==> src/rtl/if_id_queue_pkg.sv <==
// Shared core definitions for the fetch/decode boundary.
package if_id_queue_pkg;

    localparam int unsigned CORE_XLEN = 32;

    // Canonical NOP (addi x0, x0, 0) presented to decode when nothing is queued.
    localparam logic [CORE_XLEN-1:0] NOP_INSTR = 32'h0000_0013;

    // One fetched instruction; pc occupies the upper half of the packed word.
    typedef struct packed {
        logic [CORE_XLEN-1:0] pc;
        logic [CORE_XLEN-1:0] instr;
    } fetch_entry_t;

    localparam int unsigned FETCH_ENTRY_W = $bits(fetch_entry_t);

endpackage

==> src/rtl/if_id_queue_mem.sv <==
// Entry storage for the IF/ID queue: one synchronous write port and one
// asynchronous read port. Contents are not reset; the control logic tracks
// which entries are live.
module if_id_queue_mem
    import if_id_queue_pkg::*;
#(
    parameter int unsigned W     = FETCH_ENTRY_W,
    parameter int unsigned DEPTH = 4,
    parameter int unsigned AW    = $clog2(DEPTH)
) (
    input  logic          clk,
    input  logic          we,
    input  logic [AW-1:0] waddr,
    input  logic [W-1:0]  wdata,
    input  logic [AW-1:0] raddr,
    output logic [W-1:0]  rdata
);

    logic [W-1:0] mem_q [DEPTH];

    // Write the addressed entry on a push.
    always_ff @(posedge clk) begin
        if (we) begin
            mem_q[waddr] <= wdata;
        end
    end

    assign rdata = mem_q[raddr];

endmodule

==> src/rtl/if_id_queue.sv <==
// IF/ID decoupling queue. All outputs are registered; the head entry is
// recomputed each cycle from the next read pointer so decode sees a new
// entry one cycle after it is pushed, never in the same cycle.
module if_id_queue
    import if_id_queue_pkg::*;
#(
    parameter int unsigned XLEN  = 32,
    parameter int unsigned DEPTH = 4
) (
    input  logic                       clk,
    input  logic                       rst_n,
    input  logic                       flush_i,
    input  logic                       stall_i,
    input  logic                       if_valid_i,
    input  logic [XLEN-1:0]            if_pc_i,
    input  logic [XLEN-1:0]            if_instr_i,
    output logic                       if_ready_o,
    output logic                       id_valid_o,
    output logic [XLEN-1:0]            id_pc_o,
    output logic [XLEN-1:0]            id_instr_o,
    input  logic                       id_ready_i,
    output logic [$clog2(DEPTH+1)-1:0] count_o
);

    localparam int unsigned PW = (DEPTH > 1) ? $clog2(DEPTH) : 1;
    localparam int unsigned CW = $clog2(DEPTH + 1);
    localparam int unsigned EW = 2 * XLEN;

    // Reject depths that would break natural pointer wrap.
    generate
        if (DEPTH < 2 || (DEPTH & (DEPTH - 1)) != 0) begin : g_depth_check
            $error("if_id_queue: DEPTH must be a power of two and at least 2");
        end
    endgenerate

    logic [PW-1:0]   wptr_q;
    logic [PW-1:0]   rptr_q;
    logic [PW-1:0]   wptr_n;
    logic [PW-1:0]   rptr_n;
    logic [CW-1:0]   count_n;
    logic            push;
    logic            pop;
    logic [EW-1:0]   wdata;
    logic [EW-1:0]   rdata;
    logic [XLEN-1:0] pc_n;
    logic [XLEN-1:0] instr_n;

    if_id_queue_mem #(
        .W     (EW),
        .DEPTH (DEPTH),
        .AW    (PW)
    ) u_mem (
        .clk   (clk),
        .we    (push),
        .waddr (wptr_q),
        .wdata (wdata),
        .raddr (rptr_n),
        .rdata (rdata)
    );

    // Handshake decode, pointer/count update and next head selection.
    always_comb begin
        push    = 1'b0;
        pop     = 1'b0;
        wptr_n  = wptr_q;
        rptr_n  = rptr_q;
        count_n = count_o;
        wdata   = {if_pc_i, if_instr_i};
        pc_n    = '0;
        instr_n = XLEN'(NOP_INSTR);

        if (flush_i) begin
            wptr_n  = '0;
            rptr_n  = '0;
            count_n = '0;
        end else begin
            push    = if_valid_i && if_ready_o;
            pop     = id_valid_o && id_ready_i && !stall_i;
            wptr_n  = push ? wptr_q + PW'(1) : wptr_q;
            rptr_n  = pop  ? rptr_q + PW'(1) : rptr_q;
            count_n = count_o + CW'(push) - CW'(pop);
        end

        // The entry being written this edge is not yet in storage, so bypass it
        // into the head register when it becomes the new head.
        if (count_n == '0) begin
            pc_n    = '0;
            instr_n = XLEN'(NOP_INSTR);
        end else if (push && (rptr_n == wptr_q)) begin
            pc_n    = if_pc_i;
            instr_n = if_instr_i;
        end else begin
            pc_n    = rdata[EW-1:XLEN];
            instr_n = rdata[XLEN-1:0];
        end
    end

    // Control state and registered outputs.
    always_ff @(posedge clk or negedge rst_n) begin
        if (!rst_n) begin
            wptr_q     <= '0;
            rptr_q     <= '0;
            count_o    <= '0;
            if_ready_o <= 1'b1;
            id_valid_o <= 1'b0;
            id_pc_o    <= '0;
            id_instr_o <= XLEN'(NOP_INSTR);
        end else begin
            wptr_q     <= wptr_n;
            rptr_q     <= rptr_n;
            count_o    <= count_n;
            if_ready_o <= (count_n != CW'(DEPTH));
            id_valid_o <= (count_n != '0);
            id_pc_o    <= pc_n;
            id_instr_o <= instr_n;
        end
    end

endmodule
==> config.mk <==
export PLATFORM = sky130hd
export DESIGN_NAME = if_id_queue
export DESIGN_NICKNAME = d
export VERILOG_FILES = /design/src/rtl/if_id_queue_pkg.sv /design/src/rtl/if_id_queue_mem.sv /design/src/rtl/if_id_queue.sv
export SDC_FILE = /design/constraint.sdc
export NUM_CORES = 1
export LEC_CHECK = 0
export CAP_MARGIN = 25
export CORE_MARGIN = 10
export CORE_UTILIZATION = 52
export CTS_CLUSTER_DIAMETER = 50
export DETAILED_ROUTE_END_ITERATION = 10
export PLACE_DENSITY_LB_ADDON = 0.08
export SLEW_MARGIN = 30
export SYNTH_ARGS = -nofsm -noshare
export SYNTH_HDL_FRONTEND = slang
export SYNTH_SLANG_ARGS = --single-unit
export TNS_END_PERCENT = 1
==> constraint.sdc <==
create_clock -name clk -period 3.35 [get_ports clk]
set_input_delay 0.67 -clock clk [delete_from_list [all_inputs] [get_ports clk]]
set_output_delay 0.67 -clock clk [all_outputs]
set_load 0.02 [all_outputs]
# After elaboration in Yosys (flattened, before gate mapping)
# Memory sizes are Yosys's and may differ from the RTL's.
# Index checks and enable logic that the tools add are counted.
dict set report totals {
  register_bits 73
  mem_bits_rw 256
  inputBits 70
  out_inout_bits 69
  elab_cells 34
  memories 1
}
dict set report op_classes {
  n_addsub 4
  n_eq_ne 2
  mux 12
  reduce_logical 8
}
# memory depth word_bits rd rd_ports_with_merged_regs wr line_no
set memory_table {}
lappend memory_table {u_mem.mem_q 4 64 1 0 1 if_id_queue_mem.sv:19} ;# logic [W-1:0] mem_q [DEPTH];
# op n
set op_table {}
lappend op_table {{$mux W32} 4}
lappend op_table {{$mux W2} 4}
lappend op_table {{$add A2 B1 Y2 const B} 2}
lappend op_table {{$logic_and A1 B1 Y1} 4}
lappend op_table {{$add A3 B1 Y3} 1}
lappend op_table {{$logic_not A3 Y1} 1}
lappend op_table {{$mux W1} 3}
lappend op_table {{$mux W3} 1}
lappend op_table {{$ne A3 B3 Y1 const B} 1}
lappend op_table {{$reduce_bool A3 Y1} 1}
lappend op_table {{$sub A3 B1 Y3} 1}
lappend op_table {{$eq A2 B2 Y1} 1}
lappend op_table {{$reduce_bool A2 Y1} 1}
lappend op_table {{$logic_not A1 Y1} 1}

# Longest topological paths before layout
# Gate-level depths: netlist of run 1.
dict set report logic_depth {
  depth_word 8
  mapped_depth 13
  depth_no_buf 11
}

# Modules after synthesis
# A second synthesis of run 1 with hierarchy kept.
dict set report unflattened {
  cells_unflattened 684
  area_unflattened_um2 12939.9
}
# mod instances cells_each area_each_um2 seq_area_each_um2
set by_module_without_submodules {}
lappend by_module_without_submodules {if_id_queue_mem 1 338 9341.5 7687.4}
lappend by_module_without_submodules {if_id_queue 1 346 3598.5 1831.8}

# Worst setup path before layout of run 1
# Ideal clock, no wire load.
dict set report synth_timing {
  path_kind {input port to flip-flop}
  from {input port flush_i}
  to {memory u_mem.mem_q[2][0] (netlist bit) (enable)}
  setup_ns 0.429
  arrival_ns 3.156
  required_ns 2.921
  setup_slack_ns -0.235
  path_stages 5
  n_path_buf 3
  cell_sequence {buf_2 -> nor2_1 -> clkbuf_1 -> clkbuf_1 -> and2_1}
}
dict set report synth_between {
  elab_chain_len 3
}
# element line_no
set synth_lines {}
lappend synth_lines {{start: declaration} if_id_queue.sv:12} ;# input logic flush_i,
lappend synth_lines {{$mux W1} if_id_queue.sv:72} ;# if (flush_i) begin
lappend synth_lines {{$mux W1} if_id_queue_mem.sv:23} ;# if (we) begin
lappend synth_lines {{$mux W1 (implied by the code)} if_id_queue_mem.sv:24} ;# mem_q[waddr] <= wdata;
lappend synth_lines {{end: declaration} if_id_queue_mem.sv:19}
# No other way between the ends.

# Worst setup path after layout of run 1
dict set report layout_timing {
  from {input port stall_i}
  to {register id_pc_o[18]}
}
dict set report layout_between {
  elab_chain_len 8
  elab_cells_between_ends 12
  cone_classes {add/sub: 1; eq/ne: 1; mux: 5; reduce/logical: 4; memory: 1}
}
# element line_no
set layout_lines {}
lappend layout_lines {{start: declaration} if_id_queue.sv:13} ;# input logic stall_i,
lappend layout_lines {{$logic_not A1 Y1 *} if_id_queue.sv:78} ;# pop = id_valid_o && id_ready_i && !stall_i;
lappend layout_lines {{$logic_and A1 B1 Y1 *} if_id_queue.sv:78}
lappend layout_lines {{branches (longest 5 deep; another with $sub A3 B1 Y3)} n/a}
lappend layout_lines {{$mux W32 *} if_id_queue.sv:86} ;# if (count_n == '0) begin
lappend layout_lines {{named net pc_n[18]} if_id_queue.sv:45} ;# logic [XLEN-1:0] pc_n;
lappend layout_lines {{end signal: assignment} if_id_queue.sv:114} ;# id_pc_o <= pc_n;
lappend layout_lines {{end: declaration} if_id_queue.sv:19} ;# output logic [XLEN-1:0] id_pc_o,
# Mark *: on every way through the listed nets, which the timed path passes.
# A chain may end at the register's enable or synchronous reset.

==> key figures, run 1 <==
Yosys
  – Syn. warnings: 0
  – Synthesized area: 14900 um2
  – Asr flop ratio synth: 22.2%
  – Seq/Total Area, Yosys: 63.9%
  – Most used DFF post-synth: edfxtp_1
  – Number of synthesized flops with an enable pin: 256
  – Synthesized Nets: 1196
  – Syn Area/Cell: 13.3 um2
  – Distinct cells, synth: 35
  – Seq cells post-synth: 329
  – Post-synth top area share: 51.6%
  – Cells after Synth: 1119
  – Top cells by area, synth: edfxtp_1, dfrtp_1, mux2i_1, o211ai_2, o21ai_0
  – Yosys top cell by area: edfxtp_1

STA
  – Final cycle utilization of the critical path: 86.0%
  – Clk_skew: 21.6 ps
  – Worst Hold Margin: 199 ps
  – RSZ-0062 raised after global routing: no
  – Worst-Margin Slew: 924 ps
  – Hold Fails Final Rpt: 0
  – Final setup margin: 470 ps
  – Final setup viols: 0
  – Min Clock Period, post-route: 2880 ps
  – Max transition margin: 38.4%
  – Fmax: 347 MHz
  – Slew Limit Fails: 0

Routing
  – Vias per Instance: 6.15
  – DRT antenna net count: 0
  – Final wirelength: 38000 um
  – Vias: 10100
  – Iter 0 DRT Violations: 832
  – # DRC: 0
  – First-pass DRT Iterations: 7
  – Wire per inst: 23.2 um

Clocking
  – Resize count post-CTS: 0
  – Root buf cell: clkbuf_16
  – H-tree Lvls: 2
  – Worst-Skew Late Latency: 510 ps
  – Reg clk slew, reported paths: 60 ps
  – Clk sinks: 329
  – Number of hold buffers added after cts: 0
  – Cts bufs inserted: 36
  – Post-CTS Setup Inserts: 0
  – CTS tree: built
  – CTS max path bufs: 3

Power and ir drop
  – Max rail drop VDD: 0.000457 V
  – Leak: 6.21 nW
  – PD cells: 724 nW/um2
  – Total power draw: 13.1 mW

Hold path
  – Type of the most critical hold path: in2async

Place
  – PortBufs: 138
  – Post-placement cell area: 16800 um2
  – Dpl ws: -83.5 ps
  – GP Congestion: 0.735
  – Final HPWL DP: 21500 um

Floorplan
  – Core area: 28000 um2
  – Die extent in y: 189 um
  – Chip width: 189 um
  – Starting Density: 53.2%
  – Die area: 35800 um2
  – Row Count: 61
  – IO Pins: 139

Layout
  – Area of the multi-input gates: 4940 um2
  – Sequential cell area: 9520 um2
  – Fill cell count: 2088
  – Most frequent cells in the layout: edfxtp_1, clkdlybuf4s50_1, o21ai_0
  – Commonest non-fill, non-tap cell in the layout: edfxtp_1
  – Layout cells sized above 1: 13.8%
  – NumNets Final: 1314
  – Final Instance Area: 18000 um2
  – Area delta synth->final: 20.9%

Global routing
  – Grt ovf: 0
  – First-pass GRT wire length: 59500 um
  – GRT Total Usage: 20.9%
  – Antenna violations before repair: 2
  – Largest net degree at the start of global routing: 200
  – Vias in the first global route: 10300

Setup path
  – WP data arrival: 3260 ps
  – WS Path Type: in2reg
  – R2R cell count: 11
  – Crit. End Element: flop
  – Crit start category: input port
  – WP data required: 3730 ps
  – Crit Path Max Fanout: 22

Run status
  – Outcome: complete, no violations

Run
  – Max-cap violations: 0
==> path summary, 6_finish.rpt <==
path	startpoint	endpoint	slack [ps]
max in group asynchronous	rst_n	id_pc_o[16]	2500
min in group clk	if_ready_o	wptr_q[1]	600
setup reg to reg	if_ready_o	id_pc_o[18]	580
hold / removal	rst_n	id_instr_o[9]	200
hold reg to reg	if_ready_o	wptr_q[1]	600
setup / recovery	stall_i	id_pc_o[18]	470
==> power by group <==
group / total [mW] / switching [mW] / internal, mW
clock network: 3.98 / 1.53 / 2.45
registers: 5.28 / 0.272 / 5.01
logic: 3.80 / 2.27 / 1.53
total: 13.1 / 4.07 / 8.98
==> layer usage <==
metal	GRT usage (%)	up-vias	share of wire [%]
met2	35.1	334	49
met1	27.0	5184	43
met3	3.73	45	6.0
met4	6.20	2	1.6
li1	-	4541	-
met5	0	-	0.034
==> layout make-up <==
type	count	share of cell area, %
clock inverters	14	0.965
well taps	378	2.62
multi-input cells	683	27.4
inverters	10	0.208
repair buffers	177	10.2
flip-flops and latches	329	52.9
diodes	1	0.0139
clock buffers	50	5.69
==> cell usage after synthesis, types with 6 or more instances <==
master / n
dfrtp_1: 69
a32oi_1: 64
buf_2: 17
clkbuf_1: 64
inv_1: 10
buf_6: 13
nor2_1: 9
ha_1: 6
nand2_1: 67
o211ai_2: 61
o21ai_0: 128
a21oi_1: 65
nand2b_1: 64
nand3_1: 63
mux2i_1: 125
edfxtp_1: 256
==> cells by family after synthesis <==
group                      after synthesis  share of synthesized area, %
AOI/OAI and AO/OA                      327                          15.8
and+or+nand+nor                        217                          7.39
buffers and inverters                  107                          3.49
adders and majority gates                7                         0.638
muxes                                  126                          8.47
xor gates and xnor gates                 6                         0.352
DFF                                    329                          63.9
==> sequential cells by signal, summed over array words and instances, names as in the netlist <==
| register | count |
|---|---|
| id_instr_o | 32 |
| wptr_q | 2 |
| count_o | 3 |
| id_pc_o | 32 |
| u_mem.mem_q | 256 |
| if_ready_o | 1 |
| rptr_q | 2 |
| id_valid_o | 1 |
==> metrics by stage <==
stage	instances	TNS, ps	utilization (%)
CTS	1641	0	64.3
floorplan	1119	-45060	-
global route	1642	0	64.3
detailed placement	1577	-3030	60.0
global placement	1577	-1380	60.0
finish	1642	0	64.3
==> critical path, stage by stage <==
cell and delay [ps]:
clkdlybuf4s50_1 460, and3b_1 190, ha_1 270, inv_1 60, ha_1 130, inv_1 50
fa_1 390, xor2_1 160, xnor2_1 240, a31o_4 360, buf_12 200, a21oi_1 60
No activity file was read; power rests on OpenSTA's default activity.
==> run 2: changes to the inputs <==
Settings changed: CELL_PAD_IN_SITES_DETAIL_PLACEMENT set to 1, CELL_PAD_IN_SITES_GLOBAL_PLACEMENT set to 1, CORE_UTILIZATION 52 to 43.
==> key figures, run 2 (synthesis gave the netlist of run 1 again) <==
Setup path
  – WP data required: 3740 ps
  – Crit Path Max Fanout: 26
  – WP data arrival: 3250 ps
  – Crit. End Element: flop
  – Crit path from: stall_i
  – Crit-path cells: clkdlybuf4s50_1 -> and3b_1 -> ha_1 -> inv_1 -> ha_1 -> inv_1 -> fa_1 -> xor2_1 -> xnor2_1 -> a31o_4 -> buf_12 -> a21oi_1
  – WS Path Type: in2reg
  – Top Family by Delay on Critical Path: adder cells
  – Slowest-stage cell, CP: clkdlybuf4s50_1
  – Bufs and invs on worst path: 4
  – Crit start category: input port
  – Largest stage delay on the critical path: 460 ps
  – FF-to-FF Start: if_ready_o

Layout
  – Largest regs: u_mem.mem_q: 256 flops, id_instr_o: 32 flops, id_pc_o: 32 flops
  – Fin util: 53.3%
  – NumNets Final: 1312
  – Most frequent cells in the layout: edfxtp_1, clkdlybuf4s50_1, o21ai_0
  – Area delta synth->final: 22.9%
  – Reg with most FFs: u_mem.mem_q
  – Max FFs per register: 256
  – Layout cells sized above 1: 14.1%
  – Final Instance Area: 18300 um2
  – Commonest non-fill, non-tap cell in the layout: edfxtp_1

STA
  – RSZ-0062 raised after global routing: no
  – Hold Fails Final Rpt: 0
  – Final setup margin: 490 ps
  – Clk_skew: 11.5 ps
  – Final cycle utilization of the critical path: 85.4%
  – Worst Hold Margin: 279 ps
  – Worst-Margin Slew: 961 ps
  – Slew Limit Fails: 0
  – Final setup viols: 0
  – Min Clock Period, post-route: 2860 ps
  – Max transition margin: 35.9%
  – Fmax: 350 MHz

Clocking
  – Number of hold buffers added after cts: 0
  – Resize count post-CTS: 0
  – H-tree Lvls: 2
  – Post-CTS Setup Inserts: 0
  – Root buf cell: clkbuf_16
  – CTS tree: built
  – Cts bufs inserted: 39
  – CTS max path bufs: 3
  – Worst-Skew Late Latency: 520 ps
  – Reg clk slew, reported paths: 60 ps
  – Clk sinks: 329

Global routing
  – GRT Total Usage: 19.6%
  – Largest net degree at the start of global routing: 168
  – Antenna violations before repair: 2
  – Vias in the first global route: 11000
  – Grt ovf: 0
  – First-pass GRT wire length: 64100 um

Run
  – Max-cap violations: 0

Routing
  – Iter 0 DRT Violations: 593
  – Wire per inst: 24.4 um
  – Vias per Instance: 5.86
  – DRT antenna net count: 0
  – Metal2 WL: 21300 um
  – Vias: 10100
  – # DRC: 0
  – First-pass DRT Iterations: 5
  – Max layer used: met5
  – Final wirelength: 42000 um
  – Routed length on met1: 18000 um
  – WL met3: 1850 um

Floorplan
  – Die extent in y: 206 um
  – Chip width: 206 um
  – IO Pins: 139
  – Starting Density: 43.4%
  – Die area: 42500 um2
  – Row Count: 68
  – Core area: 34400 um2

Place
  – Final HPWL DP: 24100 um
  – Post-placement cell area: 16900 um2
  – PortBufs: 138
  – GP Congestion: 0.746
  – Dpl ws: -33.4 ps

Hold path
  – Type of the most critical hold path: in2async

Power and ir drop
  – Leak: 6.29 nW
  – Max rail drop VDD: 0.000353 V
  – PD cells: 741 nW/um2

Run status
  – Outcome: complete, no violations
## run 2: routing by layer
metal / vias to the layer above / track usage [%]
met5: - / 0
met4: 2 / 5.37
met3: 57 / 3.28
met2: 208 / 34.6
met1: 5292 / 24.3
li1: 4527 / -
## run 2: final cells by class
type / count / area, um2
Clock inverter: 15 / 206
Clock buffer: 56 / 1170
Multi-Input combinational cell: 683 / 4950
Tap cell: 455 / 569
Fill cell: 3375 / 16100
Antenna cell: 1 / 2.50
Inverter: 10 / 37.5
Sequential cell: 329 / 9520
Timing Repair Buffer: 172 / 1860
## run 2: worst paths after layout
| path | depth (start not counted) | endpoint | slack (ps) |
|---|---|---|---|
| hold / removal | 1 | id_instr_o[11] | 280 |
| max in group asynchronous | 2 | id_pc_o[18] | 2360 |
| setup reg to reg | 11 | id_pc_o[14] | 580 |
| min in group clk | 2 | wptr_q[1] | 580 |
| setup / recovery | 12 | id_pc_o[14] | 490 |
| hold reg to reg | 2 | wptr_q[1] | 580 |
## run 2: where the power goes
part | total (mW) | leakage [nW] | internal (mW) | switching [mW]
Combinational | 3.85 | 2.33 | 1.52 | 2.33
Sequential | 5.26 | 3.28 | 5.00 | 0.254
Clock | 4.46 | 0.676 | 2.82 | 1.64
Total | 13.6 | 6.29 | 9.34 | 4.23
## run 2: stage by stage
stage	setup TNS (ps)	total power, mW	std cells
2_1_floorplan	-45060	7.46	1119
6_report	0	13.6	1721
4_1_cts	0	13.7	1720
3_3_place_gp	-82.2	9.14	1649
5_1_grt	0	14.2	1720
3_5_place_dp	-524	9.24	1649
==> RTL edit: new RTL, config.mk and constraints of run 2 <==
Make the reset (`rst_n`) synchronous in one clocked block. Comments in the files are not updated.
--- a/src/rtl/if_id_queue.sv
+++ b/src/rtl/if_id_queue.sv
@@ -96,7 +96,7 @@
     end
 
     // Control state and registered outputs.
-    always_ff @(posedge clk or negedge rst_n) begin
+    always_ff @(posedge clk) begin
         if (!rst_n) begin
             wptr_q     <= '0;
             rptr_q     <= '0;
Formal check against the unedited RTL: differs if rst_n is asserted again (counterexample within 4 cycles, from zero or initial values and one cycle with rst_n low); with rst_n held inactive, the same outputs for 4 cycles.
==> RTL edit against run 2 <==
- critical path depth is 2 higher
- design area is 0.68% lower
- first-iteration DRC count is 7.3% higher
- critical path type unchanged
- sequential cell count stayed put
- die area is 1.9% lower
- setup slack worse by 0.27 ns
- sequential share of layout area is 1.7 points lower
- utilization is 0.96 points higher
- routed wire length is 9.4% higher
- area after synthesis is 2.1% lower
- via count is 9.5% higher
Power is not compared: it rests on default switching activity, and its combinational part moved more than twofold at a synthesized area within 25%.
==> RTL edit: results <==
synthesis:
  ys_top_cells_by_area: "edfxtp_1 (53%), dfxtp_1 (10%), nor4_1 (5.1%), mux2i_1 (4.1%), a22o_1 (3.7%)"
  seq_area_frac_synth_pct: 62.7
  yosysTopAreaCellShare_pct: 52.6
  ys_types: 51
  syn-num-nets: 1222
  synth_edf_count: 256
  synth_area_per_cell_um2: 12.8
  yosys-top-cells-count: "edfxtp_1 (256), nor4_1 (118), dfxtp_1 (73), nor2_1 (71), nor3_1 (67)"
  synth-async-reset-ratio_pct: 0
global_routing:
  grt_first_pass_wirelength_um: 69200
  grt_pass1_vias: 11600
  gr-usage-all-layers_pct: 21.2
  gr-usage-met3_pct: 3.57
  grt_start_max_net_pins: 132
  grt_use_met1_pct: 26.9
  antenna_found_initial: 2
  grt_use_met2_pct: 36.7
power:
  power_leakage_nw: 6.43
  total_power_mw: 9.47
place:
  dpl-instance-area_um2: 16900
  gp_congestion: 0.793
  dpl.hpwl_um: 26200
  place_ws_ns: -0.301
  post-place-cells: 1690
layout:
  n_antenna_cell: 0
  largest-register: "u_mem.mem_q"
  drive_gt1_share_pct: 12.4
  nets: 1360
  stdcell_count: 1760
min_path:
  hold_path_class: "reg -> reg"
worst_setup_path:
  slowest_stage: "clkdlybuf4s50_1"
  max_stage_delay_ns: 0.50
  cp.arrival_ns: 3.59
  crit_fanout: 34
detailed_routing:
  wl_met1_um: 19900
  route.met3.wl_um: 2350
  drt-initial-drc-count: 636
  highest_layer: "met5"
  routedWlPerCell_um: 26.1
  dr_total_vias: 11000
  dr_wl_met2_um: 22900
  drtPass1Iterations: 4
cts:
  clock_path_buffers: 3
  h-tree-depth: 2
  path_clk_slew_ns: 0.06
timing:
  max_slew_margin_pct: 43.6
  skew_ns: 0.0176
outcome:
  status: "finished, final reports clean"
==> RTL edit: logic make-up (layout without fill, tap and decap cells) <==
group                    Yosys count  count (layout)  share of synthesized area, %
multiplexers                      64              64                          4.50
buffers and inverters            118             285                          3.80
flip-flops                       329             329                          62.7
XOR/XNOR                           6               6                         0.360
AND/OR/NAND/NOR                  359             359                          13.6
AO/OA/AOI/OAI                    262             262                          14.4
adder cells (fa/ha/maj)            7               7                         0.651
==> RTL edit: layout make-up <==
class | count | area, µm²
Fill cell | 3338 | 15300
Sequential cell | 329 | 9160
Multi-Input combinational cell | 698 | 4930
Timing Repair Buffer | 206 | 2230
Clock buffer | 51 | 1080
Tap cell | 448 | 561
Clock inverter | 19 | 195
Inverter | 9 | 33.8
==> RTL edit: final timing paths <==
| check | startpoint | end | slack [ns] | depth (start not counted) |
|---|---|---|---|---|
| max | stall_i | id_pc_o[5]$_SDFF_PP0_ | 0.22 | 14 |
| min | if_ready_o$_SDFF_PN1_ | wptr_q[1]$_SDFFE_PP0P_ | 0.54 | 2 |
| min reg2reg | if_ready_o$_SDFF_PN1_ | wptr_q[1]$_SDFFE_PP0P_ | 0.54 | 2 |
| max reg2reg | id_valid_o$_SDFF_PN0_ | id_pc_o[5]$_SDFF_PP0_ | 0.52 | 13 |
==> RTL edit: critical path, delay by kind of cell <==
| kind | cells | cell delay, ns |
|---|---|---|
| AOI/OAI and AO/OA | 2 | 0.42 |
| adders and majority gates | 3 | 0.81 |
| buffers and inverters | 5 | 0.92 |
| xor gates and xnor gates | 2 | 0.31 |
| and+or+nand+nor | 2 | 0.44 |
